`src/rtl/ram_dma_pkg.sv`:
```
// Shared types and memory-map constants for the RAM-to-RAM word copy engine.
package ram_dma_pkg;

    typedef enum logic [2:0] {
        S_IDLE,
        S_CHECK,
        S_COPY,
        S_DRAIN,
        S_DONE
    } dma_state_e;

    localparam int IMEM_WORDS     = 512;
    localparam int DMEM_BASE_WORD = 512;
    localparam int MEM_WORDS      = 1024;
    localparam int LEN_W          = 11;
    // Word-index sums are one bit wider than LEN_W so start+len never wraps.
    localparam int WSUM_W         = 12;

endpackage

```
`src/rtl/dma_range_chk.sv`:
```
// Combinational legality check of a latched transfer request (alignment,
// source/destination ranges, overlap).
module dma_range_chk
    import ram_dma_pkg::*;
(
    input  logic [31:0]      src_i,
    input  logic [31:0]      dst_i,
    input  logic [LEN_W-1:0] len_i,
    output logic             err_o,
    output logic             zero_len_o
);

    logic [WSUM_W-1:0] src_lo, src_hi, dst_lo, dst_hi;
    logic              misalign, src_oob, dst_oob, overlap;

    always_comb begin
        misalign   = (|src_i[1:0]) | (|dst_i[1:0]);
        zero_len_o = (len_i == '0);
        // Any address bit above the 1024-word map rules the range out before
        // the narrow sums are even looked at.
        src_lo     = {2'b00, src_i[11:2]};
        dst_lo     = {2'b00, dst_i[11:2]};
        src_hi     = src_lo + {1'b0, len_i};
        dst_hi     = dst_lo + {1'b0, len_i};
        src_oob    = (|src_i[31:12]) | (src_hi > WSUM_W'(MEM_WORDS));
        dst_oob    = (|dst_i[31:12]) | (dst_lo < WSUM_W'(DMEM_BASE_WORD))
                   | (dst_hi > WSUM_W'(MEM_WORDS));
        overlap    = !zero_len_o && (src_lo < dst_hi) && (dst_lo < src_hi);
        err_o      = misalign | src_oob | dst_oob | overlap;
    end

endmodule

```
`src/rtl/ram_dma.sv`:
```
// Single-channel word copy engine: reads src+4*i and writes dst+4*i one cycle
// later, streaming one word per cycle through the RAM master port.
module ram_dma
    import ram_dma_pkg::*;
(
    input  logic             clk_i,
    input  logic             rst_ni,
    input  logic             start_i,
    input  logic [31:0]      src_addr_i,
    input  logic [31:0]      dst_addr_i,
    input  logic [LEN_W-1:0] len_i,
    input  logic             abort_i,
    output logic             busy_o,
    output logic             done_o,
    output logic             err_o,
    output logic             aborted_o,
    output logic [LEN_W-1:0] count_o,
    output logic [31:0]      ram_raddr_o,
    output logic [31:0]      ram_waddr_o,
    output logic [31:0]      ram_wdata_o,
    output logic             ram_cs_o,
    output logic             ram_re_o,
    output logic             ram_we_o,
    input  logic [31:0]      ram_rdata_i
);

    dma_state_e       state_q, state_d;
    logic [31:0]      src_q, src_d, dst_q, dst_d;
    logic [LEN_W-1:0] len_q, len_d, count_q, count_d, idx_q, idx_d;
    logic [31:0]      raddr_q, raddr_d, waddr_q, waddr_d;
    logic             re_q, re_d, we_q, we_d;
    logic             busy_q, busy_d, done_q, done_d, err_q, err_d, ab_q, ab_d;
    logic             chk_err, chk_zero;

    dma_range_chk u_chk (
        .src_i      (src_q),
        .dst_i      (dst_q),
        .len_i      (len_q),
        .err_o      (chk_err),
        .zero_len_o (chk_zero)
    );

    always_comb begin
        state_d = state_q;
        src_d   = src_q;
        dst_d   = dst_q;
        len_d   = len_q;
        count_d = count_q;
        idx_d   = idx_q;
        busy_d  = busy_q;
        raddr_d = '0;
        waddr_d = '0;
        re_d    = 1'b0;
        we_d    = 1'b0;
        done_d  = 1'b0;
        err_d   = 1'b0;
        ab_d    = 1'b0;

        unique case (state_q)
            S_IDLE: begin
                if (start_i) begin
                    src_d   = src_addr_i;
                    dst_d   = dst_addr_i;
                    len_d   = len_i;
                    count_d = '0;
                    busy_d  = 1'b1;
                    state_d = S_CHECK;
                end
            end
            S_CHECK: begin
                if (abort_i || chk_err || chk_zero) begin
                    state_d = S_DONE;
                    done_d  = 1'b1;
                    ab_d    = abort_i;
                    err_d   = !abort_i && chk_err;
                end else begin
                    state_d = S_COPY;
                    re_d    = 1'b1;
                    raddr_d = src_q;
                    idx_d   = '0;
                end
            end
            S_COPY: begin
                if (abort_i) begin
                    // The write for the read on the bus right now is dropped.
                    state_d = S_DONE;
                    done_d  = 1'b1;
                    ab_d    = 1'b1;
                end else begin
                    we_d    = 1'b1;
                    waddr_d = dst_q + {{(32-LEN_W-2){1'b0}}, idx_q, 2'b00};
                    count_d = (count_q < len_q) ? count_q + LEN_W'(1) : count_q;
                    if (idx_q == len_q - LEN_W'(1)) begin
                        state_d = S_DRAIN;
                    end else begin
                        re_d    = 1'b1;
                        raddr_d = raddr_q + 32'd4;
                        idx_d   = idx_q + LEN_W'(1);
                    end
                end
            end
            S_DRAIN: begin
                state_d = S_DONE;
                done_d  = 1'b1;
                ab_d    = abort_i;
            end
            S_DONE: begin
                state_d = S_IDLE;
                busy_d  = 1'b0;
            end
            default: begin
                state_d = S_IDLE;
                busy_d  = 1'b0;
            end
        endcase
    end

    always_ff @(posedge clk_i) begin
        if (!rst_ni) begin
            state_q <= S_IDLE;
            src_q   <= '0;
            dst_q   <= '0;
            len_q   <= '0;
            count_q <= '0;
            idx_q   <= '0;
            raddr_q <= '0;
            waddr_q <= '0;
            re_q    <= 1'b0;
            we_q    <= 1'b0;
            busy_q  <= 1'b0;
            done_q  <= 1'b0;
            err_q   <= 1'b0;
            ab_q    <= 1'b0;
        end else begin
            state_q <= state_d;
            src_q   <= src_d;
            dst_q   <= dst_d;
            len_q   <= len_d;
            count_q <= count_d;
            idx_q   <= idx_d;
            raddr_q <= raddr_d;
            waddr_q <= waddr_d;
            re_q    <= re_d;
            we_q    <= we_d;
            busy_q  <= busy_d;
            done_q  <= done_d;
            err_q   <= err_d;
            ab_q    <= ab_d;
        end
    end

    // Read data lands the cycle after its read, exactly when its write issues.
    assign ram_wdata_o = we_q ? ram_rdata_i : '0;
    assign ram_raddr_o = raddr_q;
    assign ram_waddr_o = waddr_q;
    assign ram_re_o    = re_q;
    assign ram_we_o    = we_q;
    assign ram_cs_o    = re_q | we_q;
    assign busy_o      = busy_q;
    assign done_o      = done_q;
    assign err_o       = err_q;
    assign aborted_o   = ab_q;
    assign count_o     = count_q;

endmodule

```
`config.mk`:
```
export PLATFORM = sky130hd
export DESIGN_NAME = ram_dma
export DESIGN_NICKNAME = d
export VERILOG_FILES = /design/src/rtl/ram_dma_pkg.sv /design/src/rtl/dma_range_chk.sv /design/src/rtl/ram_dma.sv
export SDC_FILE = /design/constraint.sdc
export NUM_CORES = 1
export LEC_CHECK = 0
export CORE_MARGIN = 2
export CORE_UTILIZATION = 55
export DETAILED_ROUTE_END_ITERATION = 10
export PLACE_DENSITY = 0.87
export SYNTH_ARGS = -nofsm -noshare
export SYNTH_HDL_FRONTEND = slang
export SYNTH_SLANG_ARGS = --single-unit
```
`constraint.sdc`:
```
create_clock -name clk_i -period 10.4 [get_ports clk_i]
set_clock_uncertainty 0.2 [all_clocks]
set_input_delay 1.04 -clock clk_i [delete_from_list [all_inputs] [get_ports clk_i]]
set_output_delay 1.04 -clock clk_i [all_outputs]
set_load 0.02 [all_outputs]
```
==> run summary, run 1 <==
FF+latch area - 3403 µm²
synthesized area - 9609 µm²
Syn Area/Cell - 8.034 µm²
RSZ-0062 raised after global routing - no
CP Class - register to register
HPWL after DPL - 21,920 µm
per-cell routed wire length - 18.18 µm
HP Class - register to register
largest stage delay on the critical path - 0.45 ns
sequential area share after synthesis - 35.42%
Int Power - 1128 µW
crit end category - register
clk_lat worst skew - 0.44 ns
Die Span Y - 136.2 µm
ys flop type - dfxtp_1
vias in the first global route - 8,877
Crit-path slowest cell - fa_1
CP required - 10.53 ns
P_sw - 441.6 µW
Worst Max-Slew Pin Slew - 1.151 ns
drt drc - 0
Die Wd - 136.2 µm
final hold vios - 0
die area - 18,550 µm²
post-synthesis cell type count - 77
CTS sink cnt - 170
outcome - finished clean
first drt pass iteration count - 5
antenna cells - 0
DR iter-0 viols - 927
initial antenna violation count - 0
final WL - 29,610 µm
Sw Share - 28.14%
PD cells - 125.1 nW/µm²
Port Buffers - 224
Synth Net Count - 1,374
EDFF count, synth - 0
Tot GR Track Use - 31.50%
global-route wire length before repair - 45,860 µm
maximum vdd drop - 0.0001307 V
CTS Buf Count - 17
crit share post-route - 42.93%
Post-DRT Antenna Nets - 0
vias per cell - 5.921
setup TNS - 0 ns
CTS max path bufs - 2
asr flop ratio synth - 0%
depth of the CTS H-tree - 4
Yosys warning total - 0
Final setup violation count - 0
row count - 48
Clock Pin Slew Worst Setup and Hold Paths - 0.07 ns
Max Cap Viol - 0
GR Overflow Total - 0
Rel. slew slack - 22.81%
Final min period - 4.464 ns
FILL cells - 1,302
CP max FO - 12
CTS Hold Bufs - 0
CP Launch Type - register
combinational share of power - 15.4%
CTS tree - yes
Fmax - 224.0 MHz
Post-CTS Setup Bufs - 0
DR vias - 9,645
layout net count - 1,569
Clock Power Share - 39.8%
multi-input logic area - 5862 µm²
sequential power share - 44.7%
gpl congestion - 0.9459
area added between synthesis and finish - 30.60%
Starting Density - 55.94%
Core ar. - 17,180 µm²
layout cell share with drive strength beyond 1 - 4.630%
CP arrival - 4.60 ns
Ports - 225
Cell Chain, Critical Path - ha_1 > fa_1 > a211oi_2 > nor2_1 > o221ai_1 > nand2_1 > ha_1 > a2111oi_0 > o21ai_0 > a21oi_1 > o21ai_0 > and3_1 > a31oi_1 > nor3_2 > o41ai_1
Final Core Density - 73.06%
largest net degree at the start of global routing - 76
Root Driver - clkbuf_16
Post-CTS Resized - 0
LEAKAGE - 0.004903 µW
Yosys reg bits - 170
max-slew violation count - 0
synthesized instance count - 1,196
==> cell families (layout without fill, tap and decap cells) <==
group / Yosys count / in the layout / synth area share (%)
AND/OR/NAND/NOR: 526 / 526 / 26.97
XOR/XNOR: 62 / 62 / 5.651
flip-flops: 170 / 170 / 35.42
buffers and inverters: 94 / 302 / 3.763
adder cells (fa/ha/maj): 67 / 67 / 8.958
AO/OA/AOI/OAI: 258 / 258 / 17.25
multiplexers: 19 / 19 / 1.992
==> final timing paths <==
check | endpoint | from | cells after the start | slack, ns
worst min register to register | src_q[31]$_SDFFE_PN0P_ | src_q[31]$_SDFFE_PN0P_ | 2 | 0.26
worst min-delay path | src_q[31]$_SDFFE_PN0P_ | src_q[31]$_SDFFE_PN0P_ | 2 | 0.26
worst max-delay path | idx_q[1]$_SDFFE_PN0P_ | len_q[0]$_SDFFE_PN0P_ | 15 | 5.94
worst max register to register | idx_q[1]$_SDFFE_PN0P_ | len_q[0]$_SDFFE_PN0P_ | 15 | 5.94
==> power groups by stage <==
stage	registers [µW]	logic (µW)	clock network, µW
after global routing	704	267	653
after detailed placement	715	237	0
after global placement	715	232	0
after CTS	700	239	627
final	702	242	625
after floorplan	703	155	0
==> final cells by class <==
class | instances | area share, %
Sequential cell | 170 | 27.12
Tap cell | 225 | 2.243
Clock buffer | 19 | 3.529
Clock inverter | 13 | 1.037
Timing Repair Buffer | 228 | 18.11
Multi-Input combinational cell | 932 | 46.71
Inverter | 42 | 1.256
==> placed cells by master (no fill, tap or decap), types with 11 or more instances in the layout <==
cell | Yosys | routed
nand4_1 | 22 | 22
inv_1 | 41 | 41
nor3_1 | 32 | 32
dfxtp_1 | 170 | 170
nand2_1 | 207 | 207
xor2_1 | 29 | 29
nor2_1 | 69 | 68
and2_1 | 42 | 42
o21ai_0 | 21 | 21
or3_1 | 15 | 15
clkdlybuf4s50_1 | 0 | 224
a21oi_1 | 111 | 111
nor4_1 | 22 | 22
or2_2 | 11 | 11
o21a_1 | 11 | 11
mux2i_1 | 18 | 18
ha_1 | 64 | 64
o21ai_1 | 11 | 11
clkbuf_16 | 0 | 17
and3_1 | 26 | 26
xnor2_1 | 33 | 33
a31oi_1 | 14 | 14
a21o_1 | 17 | 17
nand3_1 | 39 | 39
==> per-layer routing <==
layer | track usage, % | wire length, µm | vias up
met5 | 0 | 0 | -
met4 | 14.29 | 1071 | 0
met1 | 39.03 | 12000 | 4475
met2 | 52.46 | 14100 | 439
met3 | 6.749 | 2444 | 91
li1 | - | - | 4640
==> cell usage after synthesis (14+ instances only) <==
| cell | instances | share of area [%] |
|---|---|---|
| xnor2_1 | 33 | 3.0 |
| a21oi_1 | 111 | 5.8 |
| nor4_1 | 22 | 1.4 |
| xor2_1 | 29 | 2.6 |
| nor3_1 | 32 | 1.7 |
| and2_1 | 42 | 2.7 |
| a21o_1 | 17 | 1.3 |
| nand4_1 | 22 | 1.4 |
| clkbuf_1 | 48 | 1.9 |
| inv_1 | 41 | 1.6 |
| mux2i_1 | 18 | 1.9 |
| o21ai_0 | 21 | 1.1 |
| dfxtp_1 | 170 | 35 |
| nand3_1 | 39 | 2.0 |
| or3_1 | 15 | 0.98 |
| a31oi_1 | 14 | 0.91 |
| and3_1 | 26 | 1.7 |
| nor2_1 | 69 | 2.7 |
| nand2_1 | 207 | 8.1 |
| ha_1 | 64 | 8.3 |
==> state kept, by name (all words and copies together) (netlist names) <==
register and cells:
count_o 11, done_o 1, busy_o 1, err_o 1, state_q 3, aborted_o 1
idx_q 11, dst_q 32, ram_raddr_o 32, src_q 32, ram_we_o 1, ram_re_o 1
ram_waddr_o 32, len_q 11
==> worst max-delay path: cells and delay by family, from the launching register on <==
kind                     cells  cell delay [ns]
AO/OA/AOI/OAI                8             2.08
adder cells (fa/ha/maj)      3             1.03
AND/OR/NAND/NOR              4             0.65
flip-flops                   1             0.41
==> stage by stage <==
stage | hold WS [ns] | worst slack, ns | power, µW | area (µm²) | cells
after CTS | 0.2575 | 5.974 | 1567 | 12550 | 1629
after global placement | 0.2433 | 6.161 | 947.1 | 11980 | 1597
final | 0.2553 | 5.936 | 1569 | 12550 | 1629
after global routing | 0.2733 | 5.532 | 1623 | 12550 | 1629
after floorplan | 0.2360 | 6.479 | 857.7 | 9609 | 1196
after detailed placement | 0.2480 | 5.999 | 951.8 | 11980 | 1597
No activity file was read; power rests on OpenSTA's default activity.
==> inputs of run 2 (changes only) <==
CORE_UTILIZATION = 51   (was 55)
PLACE_DENSITY = 0.81   (was 0.87)
clock period = 4.6 ns   (was 10.4 ns; I/O delays follow)
==> run 2 against run 1 <==
Against the previous run:
- total power grew 130%
- non-clock buffer count grew 9
- largest cell class unchanged
- critical endpoint is now ram_raddr_o[10]$_SDFF_PN0_
- largest power group unchanged
- sequential power grew 130%
- critical path type unchanged
- final cell count grew 1.1%
==> run summary, run 2 (synthesis gave the netlist of run 1 again) <==
Rel. slew slack - 28.79% (+6.0 points)
antenna cells - 0 (unchanged)
Int Power - 2507 µW (+120%)
most frequent cells in the layout - clkdlybuf4s50_1 (224), nand2_1 (207), dfxtp_1 (170), a21oi_1 (111), nor2_1 (68)
RR Endpoint - ram_raddr_o[10]$_SDFF_PN0_
worst reg2reg path depth - 15 (unchanged)
Placed Instances - 1,615 (+1.1%)
die area - 19,960 µm² (+7.6%)
CTS tree - yes
final WL - 28,960 µm (-2.2%)
crit share post-route - 94.59% (+52 points)
CTS max path bufs - 2 (unchanged)
CTS Hold Bufs - 0 (unchanged)
sequential power share - 44.3% (-0.4 points)
Fmax - 229.8 MHz (+2.6%)
most common cell after layout, fill and taps aside - clkdlybuf4s50_1
Final setup violation count - 0 (unchanged)
combinational share of power - 16.1% (+0.7 points)
HPWL after DPL - 21,890 µm (-0.14%)
Post-CTS Resized - 0 (unchanged)
crit end category - register
CP Class - register to register
gpl congestion - 0.9592 (+1.4%)
Port Buffers - 224 (unchanged)
vias in the first global route - 8,800 (-0.87%)
CTS sink cnt - 170 (unchanged)
CP arrival - 4.48 ns (-0.12 ns)
drt drc - 0 (unchanged)
Starting Density - 51.72% (-4.2 points)
area added between synthesis and finish - 31.73%
per-cell routed wire length - 17.58 µm (-3.3%)
Clock Power Share - 39.6% (-0.2 points)
CP Capture Point - ram_raddr_o[10]$_SDFF_PN0_
Die Span Y - 141.3 µm (+3.7%)
first drt pass iteration count - 5 (unchanged)
Sw Share - 29.60% (+1.5 points)
crit path from - len_q[0]$_SDFFE_PN0P_
pre-CTS WS - 0.1301 ns (-5.869 ns)
max-slew violation count - 0 (unchanged)
layout cell share with drive strength beyond 1 - 5.379% (+0.75 points)
fin cells - 1,647 (+1.1%)
worst r2r src - len_q[0]$_SDFFE_PN0P_
P_sw - 1054 µW (+140%)
CP required - 4.73 ns (-5.80 ns)
final hold vios - 0 (unchanged)
Ports - 225 (unchanged)
maximum vdd drop - 0.0002641 V (+100%)
CTS Buf Count - 17 (unchanged)
largest net degree at the start of global routing - 76 (unchanged)
Clock Pin Slew Worst Setup and Hold Paths - 0.07 ns (about the same)
global-route wire length before repair - 45,610 µm (-0.54%)
final setup margin - 0.2489 ns (-5.687 ns)
Die Wd - 141.3 µm (+3.7%)
LEAKAGE - 0.004943 µW (+0.83%)
vias per cell - 5.850 (-1.2%)
CP Launch Type - register
layout net count - 1,578 (+0.57%)
WHS - 0.2578 ns (+0.002481 ns)
depth of the CTS H-tree - 4 (unchanged)
GR Overflow Total - 0 (unchanged)
Max Cap Viol - 0 (unchanged)
HP Class - register to register
initial antenna violation count - 0 (unchanged)
PD cells - 281.3 nW/µm² (+120%)
Tot GR Track Use - 28.57% (-2.9 points)
DR iter-0 viols - 699 (-25%)
outcome - finished clean
Worst Max-Slew Pin Slew - 1.060 ns (-0.09091 ns)
flop2flop setup slack - 0.25 ns (-5.69 ns)
Post-CTS Setup Bufs - 0 (unchanged)
Core ar. - 18,580 µm² (+8.2%)
row count - 50 (+4.2%)
Root Driver - clkbuf_16
Final Core Density - 68.13% (-4.9 points)
FILL cells - 1,507 (+16%)
clk_lat worst skew - 0.44 ns (about the same)
Final min period - 4.351 ns (-0.1134 ns)
CP max FO - 11 (-1)
Post-DRT Antenna Nets - 0 (unchanged)
DR vias - 9,635 (-0.10%)
==> run 2: changes by cell type in the layout (fill, tap and decap cells not counted), moves of 2 or more <==
cell	before	now
inv_8	3	5
buf_4	4	13
clkinv_2	3	0
clkinv_8	0	2
==> run 2: worst min-delay path by stage <==
stage | from | end | slack (ns) | depth (start not counted)
2_1_floorplan | src_q[13]$_SDFFE_PN0P_ | src_q[13]$_SDFFE_PN0P_ | 0.24 | 2
3_3_place_gp | src_q[16]$_SDFFE_PN0P_ | src_q[16]$_SDFFE_PN0P_ | 0.24 | 2
3_5_place_dp | src_q[15]$_SDFFE_PN0P_ | src_q[15]$_SDFFE_PN0P_ | 0.25 | 2
4_1_cts | src_q[15]$_SDFFE_PN0P_ | src_q[15]$_SDFFE_PN0P_ | 0.26 | 2
5_1_grt | src_q[13]$_SDFFE_PN0P_ | src_q[13]$_SDFFE_PN0P_ | 0.28 | 2
6_report | src_q[22]$_SDFFE_PN0P_ | src_q[22]$_SDFFE_PN0P_ | 0.26 | 2
==> run 2: routing by layer <==
metal | track usage [%] | vias up | part of all wire [%] | wire length [µm]
li1 | - | 4650 | - | -
met1 | 36.82 | 4541 | 43 | 12310
met2 | 48.06 | 378 | 48 | 13820
met3 | 4.792 | 66 | 6.7 | 1942
met4 | 11.05 | 0 | 3.1 | 888
met5 | 0 | - | 0 | 0
==> run 2: metrics by stage <==
step | instance area, µm² | total power, µW | TNS, ns
finish | 12660 | 3561 | 0
global route | 12660 | 3695 | -0.004664
CTS | 12630 | 3556 | 0
detailed placement | 12060 | 2163 | 0
global placement | 12060 | 2148 | 0
floorplan | 9609 | 1939 | 0
==> run 2: area by class of cell <==
type	count	area, µm²	share of cell area (%)
Tap cell	234	292.8	2.313
Sequential cell	170	3403	26.89
Inverter	42	157.7	1.245
Timing Repair Buffer	237	2340	18.48
Clock inverter	14	147.6	1.166
Clock buffer	18	429.2	3.390
Multi-Input combinational cell	932	5888	46.52
==> run 2: critical path: stages (launching register included) <==
cell	delay, ns
dfxtp_1	0.41
ha_1	0.28
fa_1	0.44
a211oi_2	0.28
nor2_1	0.12
o221ai_1	0.25
nand2_1	0.09
ha_1	0.30
a2111oi_1	0.41
o21ai_0	0.14
a21oi_1	0.18
o21ai_0	0.11
and3_1	0.21
a31oi_2	0.37
nor4b_4	0.17
a22o_1	0.27
==> run 2: power groups by stage <==
stage | Clock [µW] | Sequential (µW) | Combinational (µW)
floorplan | 0 | 1590 | 351
global placement | 0 | 1610 | 541
detailed placement | 0 | 1610 | 554
CTS | 1420 | 1580 | 558
global route | 1480 | 1580 | 633
finish | 1410 | 1580 | 575
==> inputs of run 3 (changes only) <==
CORE_UTILIZATION = 25   (was 51)
PLACE_DENSITY = default   (was 0.81)
==> run 3 against run 2 <==
Against the previous run:
- final cell count up 17%
- sequential share of layout area down 0.85 points
- non-clock buffer count up 5
- design area up 3.3%
- combinational power up 2%
- clock power up 9%
- worst setup slack worse by 0.00055 ns
- critical endpoint is now ram_raddr_o[6]$_SDFF_PN0_
==> run summary, run 3 (synthesis gave the netlist of run 1 again) <==
outcome - finished clean
gpl congestion - 0.8776 (-8.5%)
Root Driver - clkbuf_16
RR Endpoint - ram_raddr_o[6]$_SDFF_PN0_
Die Wd - 200.1 µm (+42%)
worst r2r src - len_q[0]$_SDFFE_PN0P_
hold worst-path end - src_q[1]$_SDFFE_PN0P_
Rel. slew slack - 28.34% (-0.45 points)
vias per cell - 4.875 (-17%)
Worst Max-Slew Pin Slew - 1.067 ns (+0.006690 ns)
most frequent cells in the layout - clkdlybuf4s50_1 (224), nand2_1 (207), dfxtp_1 (170), a21oi_1 (111), nor2_1 (68)
Hold Startpoint - src_q[1]$_SDFFE_PN0P_
GR Overflow Total - 0 (unchanged)
CTS tree - yes
per-cell routed wire length - 17.06 µm (-3.0%)
drt drc - 0 (unchanged)
HP Class - register to register
most common cell after layout, fill and taps aside - clkdlybuf4s50_1
Final setup violation count - 0 (unchanged)
setup TNS - 0 ns (unchanged)
Fmax - 229.8 MHz (about the same)
DR vias - 9,403 (-2.4%)
LEAKAGE - 0.004993 µW (+0.99%)
worst reg2reg path depth - 13 (-2)
row count - 71 (+42%)
PD cells - 282.8 nW/µm² (+0.51%)
multi-input logic area - 5877 µm² (-0.19%)
depth of the CTS H-tree - 4 (unchanged)
Final Power - 3696 µW (+3.8%)
Clock Pin Slew Worst Setup and Hold Paths - 0.07 ns (about the same)
largest stage delay on the critical path - 0.46 ns (+0.02 ns)
DR iter-0 viols - 667 (-4.6%)
Max Cap Viol - 0 (unchanged)
CP arrival - 4.49 ns (about the same)
Hold Path Depth - 2 (unchanged)
Crit-path slowest cell - a211oi_2
final hold vios - 0 (unchanged)
first drt pass iteration count - 5 (unchanged)
Cell Chain, Critical Path - buf_4 > ha_1 > fa_1 > a211oi_1 > o21ai_0 > a311oi_1 > ha_1 > a21o_1 > a21o_1 > a221o_1 > a211oi_2 > nor4b_4 > a22o_1
fin cells - 1,929 (+17%)
global-route wire length before repair - 48,820 µm (+7.0%)
Ports - 225 (unchanged)
RSZ-0062 raised after global routing - no
Core ar. - 37,760 µm² (+100%)
final WL - 32,920 µm (+14%)
die area - 40,020 µm² (+100%)
CTS Buf Count - 17 (unchanged)
HPWL after DPL - 25,640 µm (+17%)
CTS max path bufs - 2 (unchanged)
FILL cells - 3,933 (+160%)
FF+latch area - 3403 µm² (unchanged)
layout net count - 1,583 (+0.32%)
crit end category - register
initial antenna violation count - 0 (unchanged)
CP Launch Type - register
area added between synthesis and finish - 36.04%
CP max FO - 11 (unchanged)
vias in the first global route - 8,934 (+1.5%)
crit share post-route - 94.60% (about the same)
CP required - 4.74 ns (about the same)
CTS Hold Bufs - 0 (unchanged)
Post-DRT Antenna Nets - 0 (unchanged)
Final min period - 4.352 ns (+0.0005460 ns)
CP Class - register to register
Tot GR Track Use - 16.00% (-13 points)
Port Buffers - 224 (unchanged)
Placed Instances - 1,897 (+17%)
flop2flop setup slack - 0.25 ns (about the same)
Starting Density - 25.45% (-26 points)
layout cell share with drive strength beyond 1 - 5.712% (+0.33 points)
maximum vdd drop - 0.0002606 V (-1.3%)
CTS sink cnt - 170 (unchanged)
max-slew violation count - 0 (unchanged)
antenna cells - 0 (unchanged)
largest net degree at the start of global routing - 76 (unchanged)
Die Span Y - 200.1 µm (+42%)
clk_lat worst skew - 0.45 ns (about the same)
[run 3: cell types whose count changed in the layout (fill, tap and decap cells not counted)]
cell	previous run	this run
clkinvlp_4	2	1
clkinv_8	2	1
a211oi_4	1	0
o311ai_1	1	0
bufinv_16	0	2
o311ai_0	2	3
inv_6	3	4
or2_2	11	10
clkbuf_1	1	0
or2_4	0	1
a211oi_1	8	9
buf_4	13	18
a2111oi_0	1	2
a2111oi_1	1	0
[run 3: worst max-delay path: cells and delay by family, from the launching register on]
family / cells / cell delay (ns)
AO/OA/AOI/OAI: 8 / 2.40
adder cells (fa/ha/maj): 3 / 0.98
buffers and inverters: 1 / 0.16
flip-flops: 1 / 0.31
AND/OR/NAND/NOR: 1 / 0.20
[run 3: where the power goes]
| part | switching (µW) | internal [µW] | total, µW |
|---|---|---|---|
| clock | 707 | 832 | 1540 |
| combinational | 318 | 266 | 584 |
| sequential | 58.4 | 1520 | 1570 |
| total | 1080 | 2610 | 3700 |
[run 3: repair_timing]
item | 4_1_cts | 5_1_grt
hold endpoints to repair | 0 | 0
setup endpoints to repair | 0 | 9
gates resized for setup | 0 | 2
setup buffers | 0 | 0
[run 3: per-stage QoR]
stage / util, % / cell area [µm²] / worst slack [ns] / hold slack [ns]
floorplan: - / 9609 / 0.6794 / 0.2360
global placement: 32.95 / 12440 / 0.3756 / 0.2455
detailed placement: 32.95 / 12440 / 0.3190 / 0.2504
CTS: 34.59 / 13060 / 0.2973 / 0.2616
global route: 34.62 / 13070 / 0.01904 / 0.2827
finish: 34.62 / 13070 / 0.2484 / 0.2577
[run 3: worst max-delay path by stage]
stage                                 end  cells after the start  slack (ns)                  start
6_report        ram_raddr_o[6]$_SDFF_PN0_                     13        0.25  len_q[0]$_SDFFE_PN0P_
5_1_grt        ram_raddr_o[10]$_SDFF_PN0_                     15        0.02  src_q[2]$_SDFFE_PN0P_
4_1_cts         ram_raddr_o[6]$_SDFF_PN0_                     14        0.30  src_q[2]$_SDFFE_PN0P_
3_5_place_dp    ram_raddr_o[6]$_SDFF_PN0_                     14        0.32  src_q[2]$_SDFFE_PN0P_
3_3_place_gp        idx_q[1]$_SDFFE_PN0P_                     15        0.38  src_q[2]$_SDFFE_PN0P_
2_1_floorplan  ram_raddr_o[10]$_SDFF_PN0_                     16        0.68  len_q[0]$_SDFFE_PN0P_
[run 3: final cells by class]
| type | instances | share of cell area, % |
|---|---|---|
| clock buffers | 17 | 3.254 |
| clock inverters | 15 | 1.474 |
| repair buffers | 242 | 18.19 |
| inverters | 42 | 1.206 |
| well taps | 511 | 4.891 |
| flip-flops and latches | 170 | 26.03 |
| multi-input cells | 932 | 44.96 |
[run 3: metal layers]
metal  vias up  part of all wire [%]  GRT usage [%]
li1       4666                     -              -
met4         0                   3.1          6.914
met5         -                     0              0
met3        45                   6.3          3.142
met2       281                    48          27.61
met1      4411                    43          19.34
